### config.mk
export PLATFORM = sky130hd
export DESIGN_NAME = shift_pipe_elastic
export DESIGN_NICKNAME = d
export VERILOG_FILES = /design/src/rtl/shift_pipe_elastic.sv
export SDC_FILE = /design/constraint.sdc
export NUM_CORES = 1
export LEC_CHECK = 0
export CORE_UTILIZATION = 55
export CTS_BUF_LIST = sky130_fd_sc_hd__clkbuf_16
export DETAILED_ROUTE_END_ITERATION = 8
export PLACE_DENSITY = 0.88
export SETUP_SLACK_MARGIN = 0.2
export SLEW_MARGIN = 40
export SYNTH_ARGS = -nofsm -noshare
export SYNTH_HDL_FRONTEND = slang
export SYNTH_SLANG_ARGS = --single-unit
export TNS_END_PERCENT = 10
### constraint.sdc
create_clock -name clk -period 5.75 [get_ports clk]
set_clock_uncertainty 0.1 [all_clocks]
set_input_delay 1.4375 -clock clk [delete_from_list [all_inputs] [get_ports clk]]
set_output_delay 1.4375 -clock clk [all_outputs]
set_load 0.005 [all_outputs]
### src/rtl/shift_pipe_elastic.sv
// Elastic valid/data shift pipeline with ready/valid handshake on both sides.
// Backpressure is either bubble-collapsing per stage or a global stall.
module shift_pipe_elastic #(
  parameter int unsigned width_p    = 32,
  parameter int unsigned stages_p   = 4,
  parameter int unsigned collapse_p = 1
) (
  input  logic                             clk,
  input  logic                             reset_ni,
  input  logic                             flush_i,
  input  logic                             valid_i,
  input  logic [width_p-1:0]               data_i,
  output logic                             ready_o,
  output logic                             valid_o,
  output logic [width_p-1:0]               data_o,
  input  logic                             ready_i,
  output logic [$clog2(stages_p+1)-1:0]    count_o,
  output logic                             empty_o,
  output logic                             full_o
);

  localparam int unsigned CountW = $clog2(stages_p + 1);

  logic [stages_p-1:0] v_q, v_d;
  logic [width_p-1:0]  d_q [stages_p];
  logic [width_p-1:0]  d_d [stages_p];
  logic [stages_p-1:0] en;
  logic [stages_p:0]   v_src;
  logic [width_p-1:0]  d_src [stages_p+1];
  logic [CountW-1:0]   count_q, count_d;
  logic                in_xfer, out_xfer;

  // Stage enables: collapse mode lets a stage advance when it is empty or
  // its successor advances, so bubbles are squeezed out under a stall.
  always_comb begin
    logic chain;
    en    = '0;
    chain = 1'b0;
    if (collapse_p != 0) begin
      chain = !v_q[stages_p-1] | ready_i;
      en[stages_p-1] = chain;
      for (int unsigned k = 1; k < stages_p; k++) begin
        chain = !v_q[stages_p-1-k] | chain;
        en[stages_p-1-k] = chain;
      end
    end else begin
      en = {stages_p{!(v_q[stages_p-1] & !ready_i)}};
    end
  end

  assign ready_o  = en[0] & !flush_i;
  assign in_xfer  = valid_i & ready_o;
  assign out_xfer = v_q[stages_p-1] & ready_i;

  always_comb begin
    v_src    = {v_q, valid_i};
    d_src[0] = data_i;
    for (int unsigned i = 0; i < stages_p; i++) begin
      d_src[i+1] = d_q[i];
    end
    v_d = v_q;
    d_d = d_q;
    if (flush_i) begin
      v_d = '0;
    end else begin
      for (int unsigned i = 0; i < stages_p; i++) begin
        if (en[i]) begin
          v_d[i] = v_src[i];
          // Data only moves with a valid entry; bubbles leave it untouched.
          if (v_src[i]) begin
            d_d[i] = d_src[i];
          end
        end
      end
    end
    if (flush_i) begin
      count_d = '0;
    end else begin
      count_d = count_q + CountW'(in_xfer) - CountW'(out_xfer);
    end
  end

  always_ff @(posedge clk or negedge reset_ni) begin
    if (!reset_ni) begin
      v_q     <= '0;
      count_q <= '0;
      for (int unsigned i = 0; i < stages_p; i++) begin
        d_q[i] <= '0;
      end
    end else begin
      v_q     <= v_d;
      count_q <= count_d;
      for (int unsigned i = 0; i < stages_p; i++) begin
        d_q[i] <= d_d[i];
      end
    end
  end

  assign valid_o = v_q[stages_p-1];
  assign data_o  = d_q[stages_p-1];
  assign count_o = count_q;
  assign empty_o = (count_q == '0);
  assign full_o  = (count_q == CountW'(stages_p));

endmodule
# Yosys cells after proc, flatten, opt, wreduce, memory -nomap -nowiden
# Cells that the tools add are included.
classes:
  add_sub_neg: 2
  mul: 0
  n_div: 0
  magnitude_cmp: 0
  n_eq_ne: 1
  n_shift: 0
  n_mux: 6
  n_bitwise: 8
  reduce_logical: 14
ops:
  columns: ["op", "count"]
  rows:
  - ["3-bit AND reduction", 4]
  - ["2-bit nonzero test", 4]
  - ["1-bit zero test", 5]
  - ["1-bit 2-to-1 mux", 4]
  - ["4-bit 2-to-1 mux", 1]
  - ["1-bit OR", 4]
  - ["3-bit by 1-bit adder with 3-bit output", 1]
  - ["1-bit AND", 3]
  - ["3-bit == test, second input constant", 1]
  - ["3-bit zero test", 1]
  - ["3-bit 2-to-1 mux", 1]
  - ["3-bit by 1-bit subtractor with 3-bit output", 1]
  - ["1-bit NOT", 1]
word_totals:
  ff_bits: 135
  latch_bits: 0
  ramBits: 0
  rom_bits: 0
  input_bits: 37
  out_inout_bits: 39
  wordCells: 40
  memories: 0

# Logic depth before layout (Yosys ltp)
# Gate-level depths: netlist of run 1.
depth:
  word_depth: 10
  mapped_depth: 12
  ltp_nobuf: 10

# Worst setup path before layout of run 1
# No wires, ideal clock.
synth_path:
  kind: "in2reg"
  start: "in ready_i"
  end: "reg count_q[2] (netlist: count_o[2])"
  setup_ns: 0.122
  arrival_time_ns: 3.244
  required_time_ns: 5.528
  setup_slack_ns: 2.285
  stages: 12
  path_buffers: 2
  path_cell_list: "nor2b_4 -> buf_6 -> a311oi_4 -> buf_6 -> inv_1 -> ha_1 -> inv_1 -> ha_1 -> inv_1 -> fa_1 -> xnor2_1 -> nor2_1"
synth_between:
  elab_chain_len: 9
  word_cells_on_any_way: 10
  cone_classes: "add/sub (2); mux (1); bitwise (7)"
synth_rtl:
  columns: ["element", "line_no", "source"]
  rows:
  - ["start, declared", "16", "input logic ready_i,"]
  - ["1-bit OR", "40", "chain = !v_q[stages_p-1] | ready_i;"]
  - ["1-bit OR (3 in a row)", "43", "chain = !v_q[stages_p-1-k] | chain;"]
  - ["1-bit AND", "51", "assign ready_o = en[0] & !flush_i;"]
  - ["1-bit AND", "52", "assign in_xfer = valid_i & ready_o;"]
  - ["3-bit by 1-bit adder with 3-bit output", "79", "count_d = count_q + CountW'(in_xfer) - CountW'(out_xfer);"]
  - ["3-bit by 1-bit subtractor with 3-bit output *", "79", null]
  - ["3-bit 2-to-1 mux *", "76", "if (flush_i) begin"]
  - ["via count_d[2]", "30", "logic [CountW-1:0] count_q, count_d;"]
  - ["end signal, assigned", "92", "count_q <= count_d;"]
  - ["end, declared", "30", null]
# Mark *: on every way through the listed nets, which the timed path passes. The rest lies on a longest branch.
# A chain may end at the register's enable or synchronous reset.

# Final worst setup path of run 1
layout_path:
  start: "in flush_i"
  end: "out ready_o"
layout_between:
  elab_chain_len: 2
layout_rtl:
  columns: ["element", "line_no", "source"]
  rows:
  - ["start, declared", "10", "input logic flush_i,"]
  - ["1-bit zero test", "51", null]
  - ["1-bit AND", "51", null]
  - ["end, declared", "13", "output logic ready_o,"]
# No other way between the ends.

==> results of run 1 <==
==> critical path: stages <==
cell and delay [ns]:
clkdlybuf4s50_1 0.66, a31oi_1 0.26, clkdlybuf4s50_1 0.54
==> flip-flops by register name, indices dropped and copies added (netlist names) <==
name     count
v_q          4
count_o      3
data_o      32
d_q         96
==> layout make-up <==
cell class / instances / area, um2
repair buffers: 79 / 785
fillers: 695 / 3130
flip-flops and latches: 135 / 3380
clock buffers: 17 / 425
inverters: 6 / 22.5
multi-input cells: 154 / 1770
clock inverters: 15 / 138
well taps: 133 / 166
==> per-stage QoR <==
stage	hold WS, ns	total power [mW]	setup WS [ns]	utilization [%]
6_report	0.385	2.99	1.32	68.1
5_1_grt	0.411	3.14	1.23	68.1
4_1_cts	0.387	3.01	1.32	68.1
3_5_place_dp	0.374	1.98	1.35	62.3
3_3_place_gp	0.365	1.93	1.36	62.3
2_1_floorplan	0.354	1.79	2.28	-
==> path summary, 6_finish.rpt <==
| check | startpoint | endpoint | cells past startpoint |
|---|---|---|---|
| setup / recovery | flush_i | ready_o | 3 |
| hold / removal | d_q[125] | d_q[93] | 1 |
| setup reg to reg | v_q[1] | count_o[2] | 10 |
| hold reg to reg | d_q[125] | d_q[93] | 1 |
| max in group asynchronous | reset_ni | d_q[34] | 2 |
| min in group asynchronous | reset_ni | d_q[106] | 1 |
==> power breakdown <==
group	switching (mW)	internal, mW	total (mW)
Clock	0.395	0.630	1.03
Sequential	0.154	1.23	1.38
Combinational	0.157	0.422	0.579
==> kinds of logic after synthesis <==
kind of cell,synth area share (%)
AOI/OAI and AO/OA,1.32
buffers and inverters,7.94
xor gates and xnor gates,0.313
muxes,27.8
adders and majority gates,0.805
DFF,60.4
and+or+nand+nor,1.45
==> layout by cell type, fill, tap and decap left out, types with 2 or more instances in the layout <==
cell	netlist	final
a21oi_1	3	3
and2_1	2	2
buf_4	32	4
bufinv_16	0	2
clkbuf_16	0	17
clkdlybuf4s50_1	0	74
clkinv_1	0	2
clkinv_2	0	6
clkinv_4	0	2
clkinvlp_4	0	3
dfrtp_1	135	135
ha_1	2	2
inv_1	6	6
mux2_1	6	6
mux2_2	92	92
mux2_4	30	30
nor2_1	6	6
==> layer usage <==
metal  up-vias  GRT usage, %  part of all wire [%]
li1       1253             -                     -
met2        61          33.2                    52
met5         -             0                     0
met4         0          6.61                   1.0
met1      1456          24.6                    43
met3         9          7.73                   4.1
==> results.ini, run 1 <==
[clock_network]
clk_pin_slew_ns = 0.06
cts_tree = done
cts_hold_buf = 0
cts.sinks = 135
cts_inserted_buffers = 17
clk_latency_ns = 0.41
cts_setup_buffers = 0
cts_resized = 0
clk_path_buf_depth = 2
cts_root_buf = clkbuf_16
htree_levels = 4

[synth]
synth.area.top_cells = dfrtp_1 (60%), mux2_2 (19%), mux2_4 (8.1%), buf_4 (4.3%), buf_6 (1.8%)
post-synth-top-count-cell = dfrtp_1
synth_edf_count = 0
synth_top_area_share_pct = 60.4
yosysSeqAreaShare_pct = 60.4
ys_async_sr_fraction_pct = 100
yosys_warnings = 0
syn_area_mm2 = 0.00559
ys.flop_type = dfrtp_1
syn_nets = 383
avgSynthCellArea_um2 = 16.3
netlist.top_cell.by_area = dfrtp_1
synth_common_cells = dfrtp_1 (135), mux2_2 (92), buf_4 (32)
netlist-cell-type-count = 26
synth-seq-cells = 135
syn-instance-count = 343

[global_routing]
grt_pass1_vias = 3006
grt_usage_pct = 20.2
antenna_found_initial = 0
grt_overflow = 0
grt_max_degree = 90
grt_first_pass_wirelength_um = 15200

[sta]
setup_tns_ns = 0
max_freq_mhz = 226
worstMarginPinSlew_ns = 0.694
final_max_slew_viol_count = 0
period_share_pct = 77.1
rsz0062_at_grt = no
setup-violations-final = 0
relSlewSlack_pct = 53.8
period_needed_ns = 4.43
final-hold-violation-count = 0

[place]
port-buffer-count = 75
gp_congestion = 0.697
dpl.cell_count = 507
hpwl_um = 5740
dpl_cell_area_mm2 = 0.00612

[layout]
syn2layout_area_growth_pct = 19.5
nets = 433
stdcell_area_mm2 = 0.00669
drive_above_1_share_pct = 39.7
antennaDiodeCount = 0
fin_cells = 539

[die]
io_pins = 76
die_w_um = 103
core_region_area_mm2 = 0.00982
die_area_mm2 = 0.0106
start_util_pct = 57.0
die_h_um = 103
core.rowCount = 36

[detailed_routing]
via_count = 2779
remaining_drc_errors = 0
first_iter_violations = 96
drt-pass1-iter-count = 4
vias_per_cell = 5.16
ant_nets = 0
post_drt_wl_per_cell_um = 17.7
routed_wl_um = 9530

[critical_path]
cp.required_ns = 4.21
arrival_ns = 2.89
crit_path_end_kind = output pin
crit_type = in -> out
rrSetupSlack_ns = 3.34
worst_setup_path_start_kind = input pin
path_max_fanout = 12

[status]
status = complete, no violations

[power_and_ir_drop]
peakVddDrop_uv = 285
powerDensity_mw_per_mm2 = 447
p_leak_nw = 3.04

[flow_run]
drv_cap = 0

[hold_path]
hp-class = reg -> reg

(Power assumes the default switching activity.)
==> run 2: changes to the inputs <==
--- a/config.mk
+++ b/config.mk
@@ -5,10 +5,10 @@
 export SDC_FILE = /design/constraint.sdc
 export NUM_CORES = 1
 export LEC_CHECK = 0
-export CORE_UTILIZATION = 55
+export CORE_UTILIZATION = 49
 export CTS_BUF_LIST = sky130_fd_sc_hd__clkbuf_16
 export DETAILED_ROUTE_END_ITERATION = 8
-export PLACE_DENSITY = 0.88
+export PLACE_DENSITY = 0.83
 export SETUP_SLACK_MARGIN = 0.2
 export SLEW_MARGIN = 40
 export SYNTH_ARGS = -nofsm -noshare
==> constraint.sdc (replaced) <==
create_clock -name clk -period 3.7 [get_ports clk]
set_clock_uncertainty 0.1 [all_clocks]
set_input_delay 0.925 -clock clk [delete_from_list [all_inputs] [get_ports clk]]
set_output_delay 0.925 -clock clk [all_outputs]
set_load 0.005 [all_outputs]
==> results.ini, run 2 (synthesis results as in run 1) <==
[global_routing]
grt_first_pass_wirelength_um = 15300
grt_overflow = 0
antenna_found_initial = 0
grt_pass1_vias = 3085
grt_usage_pct = 17.8
grt_max_degree = 80

[layout]
largest-register = d_q
most-common-layout-cells = dfrtp_1 (135), mux2_2 (92), clkdlybuf4s50_1 (74), mux2_4 (30), clkbuf_16 (17)
final_common_cell = dfrtp_1
nets = 436
largest_reg_flops = 96
antennaDiodeCount = 0
syn2layout_area_growth_pct = 19.2
drive_above_1_share_pct = 38.4

[detailed_routing]
routed_wl_um = 9290
vias_per_cell = 5.06
post_drt_wl_per_cell_um = 17.0
ant_nets = 0
drt-pass1-iter-count = 4
via_count = 2763
first_iter_violations = 116
remaining_drc_errors = 0

[sta]
fin_hold_ws_ns = 0.380
final-hold-violation-count = 0
max_freq_mhz = 304
setup-violations-final = 0
rsz0062_at_grt = no
relSlewSlack_pct = 52.6
worstMarginPinSlew_ns = 0.712
period_share_pct = 89.0
setup_tns_ns = 0
final_max_slew_viol_count = 0
fin_ws_ns = 0.409
period_needed_ns = 3.29

[power_and_ir_drop]
fin_total_pwr_mw = 4.49
peakVddDrop_uv = 488
p_int_mw = 3.45
pwr-share-clk_pct = 32.3
switchingPower_mw = 1.04
powerDensity_mw_per_mm2 = 674
switching_share_pct = 23.1
p_leak_nw = 3.05
comb_power_share_pct = 20.0
pwr-share-seq_pct = 47.8

[place]
hpwl_um = 5950
gp_congestion = 0.720
dp_slack_ns = 0.403
port-buffer-count = 75

[critical_path]
rrSetupSlack_ns = 1.26
r2r_start = v_q[2]
reg2reg_to = count_o[2]
path_max_fanout = 9
worst_setup_path_start_kind = input pin
crit_type = in -> out
cp.required_ns = 2.67
slowest_delay_ns = 0.53
worstSetupStartpoint = ready_i
cp_slowest_cell = clkdlybuf4s50_1
crit_path_end_kind = output pin
cpMostUsedCell = clkdlybuf4s50_1
rr_worst_depth = 10
crit_chain = clkdlybuf4s50_1 > nor2b_4 > a31oi_1 > clkdlybuf4s50_1
arrival_ns = 2.27

[die]
die_w_um = 109
io_pins = 76
start_util_pct = 50.9
die_area_mm2 = 0.0118
core_region_area_mm2 = 0.0110
core.rowCount = 38
die_h_um = 109

[clock_network]
cts_setup_buffers = 0
clk_latency_ns = 0.41
cts_hold_buf = 0
clk_pin_slew_ns = 0.05
htree_levels = 4
clk_path_buf_depth = 2
cts_inserted_buffers = 17
cts_resized = 0
cts_tree = done
cts.sinks = 135
cts_root_buf = clkbuf_16

[hold_path]
hp-class = reg -> reg
min_delay_path_depth = 1
hp-start = d_q[96]
hold_path_end = d_q[96]

[flow_run]
drv_cap = 0

[status]
status = complete, no violations

run 2: routing by layer:
metal  part of all wire [%]  vias up  GRT usage (%)
met4                    2.0        0           7.92
met3                    4.3       17           5.74
met1                     43     1427           21.1
li1                       -     1259              -
met5                      0        -              0
met2                     51       60           29.6
run 2: critical path: cells and delay by family:
kind            cells  cell delay, ns
buf+inv             2            1.06
compound gates      1            0.19
simple gates        1            0.09
run 2: cell type report:
cell class,instances,area [um2]
fillers,814,4320
flip-flops and latches,135,3380
multi-input cells,154,1770
repair buffers,82,817
clock buffers,17,425
well taps,140,175
clock inverters,12,76.3
inverters,6,22.5
run 2: power by group through the flow:
stage	sequential (mW)	clock, mW	combinational [mW]
2_1_floorplan	2.08	0	0.694
3_3_place_gp	2.14	0	0.870
3_5_place_dp	2.17	0	0.912
4_1_cts	2.15	1.48	0.917
5_1_grt	2.20	1.55	0.976
6_report	2.15	1.45	0.897
run 2: worst max path at each step:
stage                  to  slack, ns  cells past startpoint
2_1_floorplan  count_o[2]       0.75                     12
3_3_place_gp      ready_o       0.39                      4
3_5_place_dp      ready_o       0.40                      4
4_1_cts           ready_o       0.41                      4
5_1_grt           ready_o       0.34                      4
6_report          ready_o       0.41                      4
run 2: stage by stage:
| step | cell area (um2) | cells | util [%] |
|---|---|---|---|
| after CTS | 6670 | 546 | 60.7 |
| after global placement | 6160 | 517 | 56.1 |
| final | 6670 | 546 | 60.7 |
| after detailed placement | 6160 | 517 | 56.1 |
| after global routing | 6670 | 546 | 60.7 |
| after floorplan | 5590 | 343 | - |
